**src/rtl/udma_ctrl_evt_mc.sv**
```systemverilog
// uDMA control block: peripheral clock gates and resets (level and self-timed pulse),
// plus masked event-compare channels with sticky read-to-clear status and interrupt.
module udma_ctrl_evt_mc #(
    parameter int unsigned N_PERIPHS = 6,
    parameter int unsigned N_EVT_CMP = 4,
    parameter int unsigned RST_LEN   = 8
) (
    input  logic                 clk_i,
    input  logic                 rst_i,
    input  logic [31:0]          cfg_data_i,
    input  logic [4:0]           cfg_addr_i,
    input  logic                 cfg_valid_i,
    input  logic                 cfg_rwn_i,
    output logic [31:0]          cfg_data_o,
    output logic                 cfg_ready_o,
    output logic [N_PERIPHS-1:0] rst_value_o,
    output logic [N_PERIPHS-1:0] cg_value_o,
    output logic                 cg_core_o,
    input  logic                 event_valid_i,
    input  logic [7:0]           event_data_i,
    output logic                 event_ready_o,
    output logic [N_EVT_CMP-1:0] event_o,
    output logic                 evt_irq_o
);

    localparam int unsigned N_CFG_WORDS = N_EVT_CMP / 4;

    localparam logic [4:0] ADDR_CG         = 5'h00;
    localparam logic [4:0] ADDR_CG_SET     = 5'h01;
    localparam logic [4:0] ADDR_CG_CLR     = 5'h02;
    localparam logic [4:0] ADDR_RST        = 5'h03;
    localparam logic [4:0] ADDR_RST_PULSE  = 5'h04;
    localparam logic [4:0] ADDR_EVT_STATUS = 5'h05;
    localparam logic [4:0] ADDR_EVT_MASK   = 5'h06;
    localparam logic [4:0] ADDR_CFG_EVT    = 5'h08;

    logic [N_PERIPHS-1:0] r_cg;
    logic [N_PERIPHS-1:0] r_rst;
    logic [N_PERIPHS-1:0] busy;
    logic [7:0]           cnt [N_PERIPHS];

    logic [7:0]           r_cmp [N_EVT_CMP];
    logic [N_EVT_CMP-1:0] r_mask;
    logic [N_EVT_CMP-1:0] r_status;
    logic [N_EVT_CMP-1:0] hit;
    logic [N_EVT_CMP-1:0] status_clr;
    logic [N_EVT_CMP-1:0] status_next;
    logic                 r_irq;

    logic       wr;
    logic       rd;
    logic [4:0] evt_word;
    logic       cfg_evt_sel;

    assign wr          = cfg_valid_i & ~cfg_rwn_i;
    assign rd          = cfg_valid_i & cfg_rwn_i;
    assign evt_word    = cfg_addr_i - ADDR_CFG_EVT;
    assign cfg_evt_sel = (cfg_addr_i >= ADDR_CFG_EVT) && (evt_word < 5'(N_CFG_WORDS));

    assign cfg_ready_o   = 1'b1;
    assign event_ready_o = 1'b1;

    always_comb begin
        for (int unsigned i = 0; i < N_PERIPHS; i++) begin
            busy[i] = (cnt[i] != 8'd0);
        end
    end

    always_comb begin
        for (int unsigned k = 0; k < N_EVT_CMP; k++) begin
            hit[k] = event_valid_i && (event_data_i == r_cmp[k]) && r_mask[k];
        end
    end

    // Only bits actually returned by the read are cleared; a coincident hit re-sets them.
    assign status_clr  = (rd && cfg_addr_i == ADDR_EVT_STATUS) ? r_status : '0;
    assign status_next = (r_status & ~status_clr) | hit;

    always_ff @(posedge clk_i) begin
        if (rst_i) begin
            r_cg     <= '0;
            r_rst    <= '0;
            r_mask   <= '1;
            r_status <= '0;
            r_irq    <= 1'b0;
            event_o  <= '0;
            for (int unsigned i = 0; i < N_PERIPHS; i++) begin
                cnt[i] <= '0;
            end
            for (int unsigned k = 0; k < N_EVT_CMP; k++) begin
                r_cmp[k] <= '0;
            end
        end else begin
            if (wr) begin
                case (cfg_addr_i)
                    ADDR_CG:       r_cg   <= cfg_data_i[N_PERIPHS-1:0];
                    ADDR_CG_SET:   r_cg   <= r_cg | cfg_data_i[N_PERIPHS-1:0];
                    ADDR_CG_CLR:   r_cg   <= r_cg & ~cfg_data_i[N_PERIPHS-1:0];
                    ADDR_RST:      r_rst  <= cfg_data_i[N_PERIPHS-1:0];
                    ADDR_EVT_MASK: r_mask <= cfg_data_i[N_EVT_CMP-1:0];
                    default: ;
                endcase
            end
            if (wr && cfg_evt_sel) begin
                for (int unsigned k = 0; k < N_EVT_CMP; k++) begin
                    if (5'(k / 4) == evt_word) begin
                        r_cmp[k] <= cfg_data_i[8*(k%4) +: 8];
                    end
                end
            end
            for (int unsigned i = 0; i < N_PERIPHS; i++) begin
                if (wr && cfg_addr_i == ADDR_RST_PULSE && cfg_data_i[i]) begin
                    cnt[i] <= 8'(RST_LEN);
                end else if (cnt[i] != 8'd0) begin
                    cnt[i] <= cnt[i] - 8'd1;
                end
            end
            event_o  <= hit;
            r_status <= status_next;
            r_irq    <= |status_next;
        end
    end

    assign rst_value_o = r_rst | busy;
    assign cg_value_o  = r_cg | busy;
    assign cg_core_o   = |cg_value_o;
    assign evt_irq_o   = r_irq;

    always_comb begin
        cfg_data_o = '0;
        case (cfg_addr_i)
            ADDR_CG, ADDR_CG_SET, ADDR_CG_CLR: cfg_data_o[N_PERIPHS-1:0] = r_cg;
            ADDR_RST:                          cfg_data_o[N_PERIPHS-1:0] = r_rst;
            ADDR_RST_PULSE:                    cfg_data_o[N_PERIPHS-1:0] = busy;
            ADDR_EVT_STATUS:                   cfg_data_o[N_EVT_CMP-1:0] = r_status;
            ADDR_EVT_MASK:                     cfg_data_o[N_EVT_CMP-1:0] = r_mask;
            default: begin
                if (cfg_evt_sel) begin
                    for (int unsigned k = 0; k < N_EVT_CMP; k++) begin
                        if (5'(k / 4) == evt_word) begin
                            cfg_data_o[8*(k%4) +: 8] = r_cmp[k];
                        end
                    end
                end
            end
        endcase
    end

endmodule

```
**config.mk**
```make
export PLATFORM = sky130hd
export DESIGN_NAME = udma_ctrl_evt_mc
export DESIGN_NICKNAME = d
export VERILOG_FILES = /design/src/rtl/udma_ctrl_evt_mc.sv
export SDC_FILE = /design/constraint.sdc
export NUM_CORES = 1
export LEC_CHECK = 0
export BUFFER_PORTS_ARGS = -buffer_cell sky130_fd_sc_hd__buf_2
export CAP_MARGIN = 5
export CORE_MARGIN = 2
export CORE_UTILIZATION = 59
export DETAILED_ROUTE_END_ITERATION = 16
export PLACE_DENSITY = 0.84
export SKIP_LAST_GASP = 1
export SYNTH_ARGS = -nofsm -noshare
export SYNTH_HDL_FRONTEND = slang
export SYNTH_SLANG_ARGS = --single-unit
```
**constraint.sdc**
```tcl
create_clock -name clk_i -period 7.74 [get_ports clk_i]
set_input_delay 1.161 -clock clk_i [delete_from_list [all_inputs] [get_ports clk_i]]
set_output_delay 1.161 -clock clk_i [all_outputs]
set_load 0.02 [all_outputs]
```
==> results of run 1 <==
-- routing by layer --
metal	GRT usage, %	vias to the layer above	share of wire [%]
met5	0	-	0
met4	6.03	0	1.1
met3	4.69	13	6.7
met2	39.4	178	47
met1	36.1	2059	45
li1	-	2073	-
-- area by class of cell --
cell class | count | area [um2] | share of cell area [%]
sequential | 105 | 2900 | 45.0
inverter | 14 | 52.6 | 0.816
tap | 129 | 161 | 2.50
multi-input combinational | 402 | 2610 | 40.4
timing repair buffer | 103 | 526 | 8.16
clock buffer | 11 | 131 | 2.04
clock inverter | 5 | 63.8 | 0.990
-- final timing paths --
kind | depth (start not counted) | end | startpoint | slack [ns]
hold reg to reg | 2 | r_cg[4] | r_cg[4] | 0.51
setup / recovery | 9 | cfg_data_o[4] | cfg_addr_i[4] | 3.64
hold / removal | 2 | r_cg[4] | r_cg[4] | 0.51
setup reg to reg | 5 | cnt[4][0] | cnt[4][0] | 5.65
-- state kept, by name, summed over array words and instances, names as in the netlist --
signal / cells
r_cmp: 32
event_o: 4
r_mask: 4
cnt: 48
evt_irq_o: 1
r_status: 4
r_rst: 6
r_cg: 6
-- stage by stage --
step,hold WS [ns],std cells,setup WS (ns)
2_1_floorplan,0.449,539,4.01
3_3_place_gp,0.471,753,3.71
3_5_place_dp,0.485,753,3.65
4_1_cts,0.506,769,3.64
5_1_grt,0.529,769,3.44
6_report,0.507,769,3.64
-- kinds of logic (layout without fill, tap and decap cells) --
family / after synthesis / in the layout
other: 1 / 2
XOR/XNOR: 64 / 64
adder cells (fa/ha/maj): 12 / 12
AND/OR/NAND/NOR: 263 / 263
buffers and inverters: 32 / 133
flip-flops: 105 / 105
AO/OA/AOI/OAI: 55 / 55
multiplexers: 6 / 6
-- worst max-delay path, delay by kind of cell --
family / cells / cell delay, ns
AO/OA/AOI/OAI: 3 / 0.59
adder cells (fa/ha/maj): 1 / 0.27
buffers and inverters: 4 / 0.78
AND/OR/NAND/NOR: 1 / 0.13
-- power by group --
part / internal [mW] / total (mW) / switching (mW)
Sequential: 0.761 / 0.857 / 0.0954
Combinational: 0.270 / 0.654 / 0.385
Clock: 0.154 / 0.347 / 0.194
-- cell usage in the layout (no fill, tap or decap), types with 4 or more instances in the layout --
cell type / count
a211o_1: 5
a21oi_1: 11
a222oi_1: 6
a22oi_1: 11
a32oi_1: 4
a41oi_1: 6
and2_1: 60
and3_1: 9
buf_2: 99
buf_4: 4
clkbuf_8: 9
dfxtp_1: 25
edfxtp_1: 80
ha_1: 12
inv_1: 14
mux2i_1: 6
nand2_1: 32
nand2b_1: 11
nand3_1: 14
nor2_1: 86
nor3_1: 11
nor4_1: 7
o21ai_0: 8
or2_2: 10
xnor2_1: 15
xor2_1: 49
==> results_dict.tcl, run 1 <==
set metrics [dict create \
    final_antenna_net_count 0 \
    synth_top_area_cell "edfxtp_1" \
    finalHoldViolations 0 \
    io-pin-count 102 \
    postSynthAreaPerCell_um2 10.5 \
    cts_tree "built" \
    path_clk_slew_ns 0.09 \
    vias 4323 \
    dieHeight_um 102 \
    ys_ff_latch 105 \
    setup_viol 0 \
    via_per_inst 5.62 \
    wl_mm 12.5 \
    ys_types 47 \
    critPathMaxStageDelay_ns 0.34 \
    clockBufferDepth 2 \
    fmax_ghz 0.244 \
    synth-xor-area-share_pct 9.94 \
    cpMostUsedCell "buf_2" \
    cp.required_ns 6.58 \
    clock-skew-final_ns 0.0130 \
    hp-class "register to register" \
    gr-total-overflow 0 \
    core_area_um2 9240 \
    syn_area_um2 5640 \
    clock_sinks 105 \
    fin_tns_setup_ns 0 \
    crit_chain "buf_2 -> inv_1 -> ha_1 -> nand4b_1 -> a2111oi_4 -> buf_4 -> a222oi_1 -> o21ai_0 -> buf_2" \
    synth_edf_count 80 \
    critPathArrivalTime_ns 2.94 \
    yosys.cell_count.top_type "nor2_1" \
    p_per_area_nw_per_um2 288 \
    root_buffer "clkbuf_8" \
    period_share_pct 53.0 \
    yosys-top-cells-area "edfxtp_1, dfxtp_1, xor2_1, and2_1, nor2_1" \
    drt_iter0_drc 378 \
    synth_top_area_share_pct 42.6 \
    layout.nets 697 \
    rsz0062_at_grt "no" \
    routedWlPerCell_um 16.3 \
    vdd.ir_drop.worst_mv 0.182 \
    p_leak_nw 2.67 \
    numCtsBuffers 9 \
    relSlewSlack_pct 37.2 \
    synth-simple-area-share_pct 24.8 \
    synth_ff_type "edfxtp_1" \
    area_growth_pct 14.3 \
    grt_max_degree 41 \
    antenna_found_initial 0 \
    io_buffers 99 \
    synthAdderAreaFrac_pct 2.66 \
    period_minus_slack_ns 4.10 \
    insertion_delay_ns 0.37 \
    maxSlewViolCount 0 \
    endpoint_kind "primary output" \
    ctsHoldBuffers 0 \
    grt_pass1_wl_mm 20.1 \
    row_count 35 \
    place_congestion 0.837 \
    syn_inst 538 \
    maxCapViolations 0 \
    synth_compound_gate_area_share_pct 7.59 \
    firstDrtPassIters 6 \
    cp_slowest_cell "buf_4" \
    synth_top_family_by_area "simple AND/OR/NAND/NOR gates" \
    layout-drive-gt1-share_pct 21.6 \
    post_dp_cell_area_um2 6250 \
    n_fill_cell 727 \
    path_max_fanout 34 \
    critPathKind "input port to primary output" \
    yosysWarnings 0 \
    fin_total_pwr_mw 1.86 \
    final_util_pct 69.7 \
    htree_levels 3 \
    grt_pass1_vias 4125 \
    post-dp-hpwl_mm 9.01 \
    worst_pin_slew_ns 0.940 \
    synthMuxAreaShare_pct 1.07 \
    final_cell_area_um2 6440 \
    drc 0 \
    postCtsResizedCells 0 \
    start_kind "input port" \
    ys_seq_area_share_pct 51.5 \
    grt_usage_pct 25.0 \
    async_flop_share_pct 0 \
    start_util_pct 61.0 \
    post-cts-setup-buffers 0 \
    synth_commonest_cells "nor2_1, edfxtp_1, and2_1" \
    diodes 0 \
    outcome "finished clean" \
    die_w_um 102 \
    die_area_um2 10400 \
]
Note: power is estimated with default switching activity, not from simulation.
==> run 2: changes to the inputs <==
--- a/config.mk
+++ b/config.mk
@@ -8,9 +8,9 @@
 export BUFFER_PORTS_ARGS = -buffer_cell sky130_fd_sc_hd__buf_2
 export CAP_MARGIN = 5
 export CORE_MARGIN = 2
-export CORE_UTILIZATION = 59
+export CORE_UTILIZATION = 51
 export DETAILED_ROUTE_END_ITERATION = 16
-export PLACE_DENSITY = 0.84
+export PLACE_DENSITY = 0.77
 export SKIP_LAST_GASP = 1
 export SYNTH_ARGS = -nofsm -noshare
 export SYNTH_HDL_FRONTEND = slang
==> constraint.sdc (replaced) <==
create_clock -name clk_i -period 3.7 [get_ports clk_i]
set_input_delay 0.555 -clock clk_i [delete_from_list [all_inputs] [get_ports clk_i]]
set_output_delay 0.555 -clock clk_i [all_outputs]
set_load 0.02 [all_outputs]
==> run 2 against run 1 <==
- global-route usage shrank 2.2 points
- non-clock buffer count grew 4
- utilization shrank 9.8 points
- final cell count grew 2.0%
- largest power group unchanged
- critical path type is now register to primary output
- sequential power grew 110%
- hold slack lost 0.068 ns
- setup slack lost 3.3 ns
- clock power grew 92%
==> results_dict.tcl, run 2 (synthesized netlist as in run 1, its figures left out) <==
set metrics [dict create \
    grt_pass1_wl_mm 20.6 \
    clock_sinks 105 \
    layout_commonest_cell "buf_2" \
    critPathKind "register to primary output" \
    die_w_um 109 \
    crit_buf_inv 2 \
    cp.required_ns 3.14 \
    final_cell_mix "buf_2, nor2_1, edfxtp_1, and2_1, xor2_1" \
    n_fill_cell 912 \
    numCtsBuffers 9 \
    worst_pin_slew_ns 0.762 \
    grt_pass1_vias 4244 \
    start_util_pct 52.2 \
    postCtsResizedCells 0 \
    critPathArrivalTime_ns 2.77 \
    row_count 38 \
    maxSlewViolCount 0 \
    reg_top3 "cnt x48, r_cmp x32" \
    reg2reg_slack_ns 1.58 \
    critPathTopFamily "simple AND/OR/NAND/NOR gates" \
    setup_viol 0 \
    wl_mm 12.9 \
    relSlewSlack_pct 49.2 \
    p_leak_nw 2.68 \
    fin_tns_setup_ns 0 \
    place_congestion 0.830 \
    endpoint_kind "primary output" \
    routedWlPerCell_um 16.4 \
    vdd.ir_drop.worst_mv 0.324 \
    gr-total-overflow 0 \
    hold_depth 2 \
    worstReg2RegEnd "cnt[4][6]" \
    largest_reg_flops 48 \
    drt_iter0_drc 311 \
    critPathMaxStageDelay_ns 0.54 \
    diodes 0 \
    fin_total_pwr_mw 3.83 \
    fmax_ghz 0.301 \
    cts_tree "built" \
    vias 4310 \
    die_area_um2 11900 \
    drc 0 \
    rsz0062_at_grt "no" \
    min-delay-start "cfg_data_i[31]" \
    htree_levels 3 \
    cp_slowest_cell "or4_1" \
    core_area_um2 10800 \
    dpl.cell_count 768 \
    min_to "r_cmp[3][7]" \
    outcome "finished clean" \
    period_minus_slack_ns 3.33 \
    hp-class "input port to register" \
    rr_startpoint "cnt[4][0]" \
    path_max_fanout 6 \
    whs_ns 0.439 \
    layout-drive-gt1-share_pct 22.2 \
    ctsHoldBuffers 0 \
    path_clk_slew_ns 0.10 \
    dieHeight_um 109 \
    insertion_delay_ns 0.38 \
    final_util_pct 60.0 \
    area_growth_pct 14.9 \
    start_kind "register" \
    layout.nets 701 \
    grt_max_degree 41 \
    io_buffers 99 \
    reg2regPathDepth 5 \
    grt_usage_pct 22.8 \
    post-dp-hpwl_mm 9.48 \
    largest-register "cnt" \
    instances_no_fill 784 \
    via_per_inst 5.50 \
    final_antenna_net_count 0 \
    p_per_area_nw_per_um2 592 \
    maxCapViolations 0 \
    clockBufferDepth 2 \
    crit_chain "inv_1 -> ha_1 -> nor3b_1 -> nand3_1 -> or2_2 -> or4_1 -> buf_2" \
    firstDrtPassIters 7 \
    post-cts-setup-buffers 0 \
    io-pin-count 102 \
    period_share_pct 89.9 \
    finalHoldViolations 0 \
    root_buffer "clkbuf_8" \
    clock-skew-final_ns 0.0165 \
    antenna_found_initial 0 \
]
-- run 2: cell types whose count changed in the layout (fill, tap and decap cells not counted) --
cell	delta
buf_4	+4
bufinv_16	-1
clkbuf_1	-1
clkbuf_8	+1
clkinv_4	+1
clkinvlp_4	+2
inv_6	-2
-- run 2: layout make-up --
type,instances,area [um2],share of cell area (%)
clock inverters,5,40.0,0.618
clock buffers,11,141,2.18
repair buffers,107,556,8.58
flip-flops and latches,105,2900,44.8
multi-input cells,402,2610,40.3
well taps,140,175,2.71
inverters,14,52.6,0.812
-- run 2: how the worst max path moves through the flow --
| stage | start | end | cells past startpoint |
|---|---|---|---|
| global route | cnt[1][0] | cg_core_o | 7 |
| floorplan | cfg_addr_i[4] | r_cmp[0][0] | 6 |
| CTS | cnt[1][0] | cg_core_o | 7 |
| finish | cnt[1][0] | cg_core_o | 7 |
| global placement | cnt[1][0] | cg_core_o | 7 |
| detailed placement | cnt[1][0] | cg_core_o | 7 |
-- run 2: power breakdown --
group,leakage [nW],total (mW),switching [mW],internal [mW]
Clock,0.0822,0.666,0.399,0.267
Combinational,1.54,1.37,0.804,0.568
Sequential,1.06,1.80,0.203,1.59
-- run 2: per-stage QoR --
step	area, um2	worst slack [ns]
CTS	6470	0.365
detailed placement	6290	0.787
finish	6470	0.372
global route	6470	0.107
floorplan	5640	0.903
global placement	6290	0.862
-- run 2: routing by layer --
layer  GRT usage, %  vias to the layer above  share of wire (%)  routed length (um)
li1               -                     2078                  -                   -
met1           28.1                     2064                 42                5430
met2           38.3                      157                 49                6350
met3           6.87                       11                7.2                 927
met4           7.14                        0                1.4                 174
met5              0                        -                  0                   0
==> run 3: changes to the inputs <==
--- a/config.mk
+++ b/config.mk
@@ -5,12 +5,14 @@
 export SDC_FILE = /design/constraint.sdc
 export NUM_CORES = 1
 export LEC_CHECK = 0
-export BUFFER_PORTS_ARGS = -buffer_cell sky130_fd_sc_hd__buf_2
+export BUFFER_PORTS_ARGS = -buffer_cell sky130_fd_sc_hd__clkbuf_2
 export CAP_MARGIN = 5
 export CORE_MARGIN = 2
-export CORE_UTILIZATION = 51
+export CORE_UTILIZATION = 52
+export CTS_BUF_LIST = sky130_fd_sc_hd__clkbuf_8
 export DETAILED_ROUTE_END_ITERATION = 16
-export PLACE_DENSITY = 0.77
+export MAX_ROUTING_LAYER = met4
+export PLACE_DENSITY = 0.78
 export SKIP_LAST_GASP = 1
 export SYNTH_ARGS = -nofsm -noshare
 export SYNTH_HDL_FRONTEND = slang
==> run 3 against run 2 <==
- flip-flop and latch count is the same
- die area shrank 1.9%
- via count about the same
- clock-buffer cell count shrank 2
- critical path depth unchanged
- routed wire length shrank 0.82%
- power up 0.85%
- maximum frequency decreased by 1.3%
- clock power increased by 4.8%
- clock skew is 0.0014 ns lower
- critical endpoint unchanged
- largest cell class unchanged
==> results_dict.tcl, run 3 (synthesized netlist as in run 1, its figures left out) <==
set metrics [dict create \
    regArea_um2 2900 \
    swShare_pct 36.3 \
    core_area_um2 10700 \
    finalHoldViolations 0 \
    postCtsResizedCells 0 \
    start_util_pct 52.7 \
    cp.required_ns 3.14 \
    critPathMaxStageDelay_ns 0.51 \
    period_share_pct 91.1 \
    clock_sinks 105 \
    io_buffers 99 \
    instances_no_fill 783 \
    p_per_area_nw_per_um2 598 \
    endpoint_kind "primary output" \
    fmax_ghz 0.297 \
    worst_slack_ns 0.330 \
    combPwrFrac_pct 35.4 \
    dpl.cell_count 767 \
    hold_depth 2 \
    largest-register "cnt" \
    post-cts-setup-buffers 0 \
    grt_max_degree 41 \
    die_w_um 108 \
    row_count 38 \
    grt_pass1_wl_mm 20.8 \
    maxCapViolations 0 \
    gr-total-overflow 0 \
    post-dp-hpwl_mm 9.44 \
    antenna_found_initial 0 \
    worstReg2RegEnd "cnt[4][2]" \
    place_congestion 0.923 \
    numCtsBuffers 9 \
    cts_tree "built" \
    vias 4306 \
    htree_levels 3 \
    cp_slowest_cell "or4_1" \
    outcome "finished clean" \
    p_leak_nw 2.68 \
    layout-drive-gt1-share_pct 21.9 \
    clkPwrFrac_pct 18.0 \
    final_cell_mix "clkbuf_2, nor2_1, edfxtp_1, and2_1, xor2_1" \
    intPower_mw 2.46 \
    seqPwrFrac_pct 46.5 \
    fin_tns_setup_ns 0 \
    via_per_inst 5.50 \
    path_max_fanout 6 \
    startpoint "cnt[1][0]" \
    crit_path_end "cg_core_o" \
    dieHeight_um 108 \
    layout_commonest_cell "clkbuf_2" \
    path_clk_slew_ns 0.10 \
    vdd.ir_drop.worst_mv 0.291 \
    largest_reg_flops 48 \
    drc 0 \
    multiInputGateArea_um2 2610 \
    final_antenna_net_count 0 \
    grt_pass1_vias 4248 \
    relSlewSlack_pct 44.8 \
    drt_iter0_drc 288 \
    die_area_um2 11700 \
    post-place-ws_ns 0.687 \
    reg_top3 "cnt x48, r_cmp x32" \
    clockBufferDepth 2 \
    io-pin-count 102 \
    setup_viol 0 \
    crit_chain "inv_1 -> ha_1 -> nor3b_1 -> nand3_1 -> or2_2 -> or4_1 -> clkbuf_2" \
    grt_usage_pct 23.4 \
    whs_ns 0.444 \
    n_fill_cell 883 \
    routedWlPerCell_um 16.3 \
    critPathArrivalTime_ns 2.82 \
    reg2regPathDepth 5 \
    switching_power_mw 1.40 \
    layout.nets 700 \
    reg2reg_slack_ns 1.59 \
    firstDrtPassIters 9 \
    start_kind "register" \
    worst_pin_slew_ns 0.828 \
    diodes 0 \
    period_minus_slack_ns 3.37 \
    wl_mm 12.8 \
    ctsHoldBuffers 0 \
    insertion_delay_ns 0.38 \
    critPathKind "register to primary output" \
    hp-class "input port to register" \
    rr_startpoint "cnt[4][0]" \
    maxSlewViolCount 0 \
    final_util_pct 60.5 \
    clock-skew-final_ns 0.0151 \
    area_growth_pct 14.8 \
    root_buffer "clkbuf_8" \
    rsz0062_at_grt "no" \
]
## run 3: cell count changes in the layout (fill, tap and decap cells not counted)
cell,change
bufinv_16,+1
inv_1,+1
clkinv_1,+1
inv_6,-1
buf_4,-1
buf_2,-99
clkinvlp_4,-2
clkinv_2,+2
clkbuf_2,+99
clkbuf_8,-1
clkbuf_1,-1
## run 3: through the flow
stage	power, mW	instance area (um2)
after global placement	3.11	6280
after detailed placement	3.19	6280
after CTS	3.89	6470
final	3.87	6470
after floorplan	2.82	5640
after global routing	4.12	6470
## run 3: power groups by stage
stage	sequential [mW]	combinational (mW)	clock, mW
6_report	1.80	1.37	0.698
5_1_grt	1.83	1.54	0.747
4_1_cts	1.80	1.38	0.712
3_5_place_dp	1.83	1.36	0
3_3_place_gp	1.80	1.31	0
2_1_floorplan	1.77	1.05	0
## run 3: how the worst min path moves through the flow
stage,startpoint,end,slack (ns)
floorplan,r_mask[1],r_mask[1],0.45
global placement,r_mask[0],r_mask[0],0.47
detailed placement,r_mask[3],r_mask[3],0.48
CTS,cfg_data_i[23],r_cmp[2][7],0.43
global route,cfg_data_i[14],r_cmp[1][6],0.44
finish,cfg_data_i[24],r_cmp[3][0],0.44
## run 3: layout make-up
class | instances | area share, %
clock buffers | 9 | 1.91
clock inverters | 7 | 0.986
inverters | 14 | 0.812
multi-input cells | 402 | 40.3
flip-flops and latches | 105 | 44.8
well taps | 140 | 2.71
repair buffers | 106 | 8.47
## run 3: routing by layer
metal	share of wire (%)	wire length, um	track usage (%)	vias to the layer above
li1	-	-	-	2080
met1	43	5510	29.5	2048
met4	2.3	291	9.34	0
met5	0	0	-	-
met2	49	6230	37.8	152
met3	5.8	738	3.98	26
## run 3: critical path, delay by kind of cell, from the launching register on
family	cells	cell delay [ns]
simple gates	4	1.59
flops	1	0.42
buf+inv	2	0.26
fa+ha+maj	1	0.17
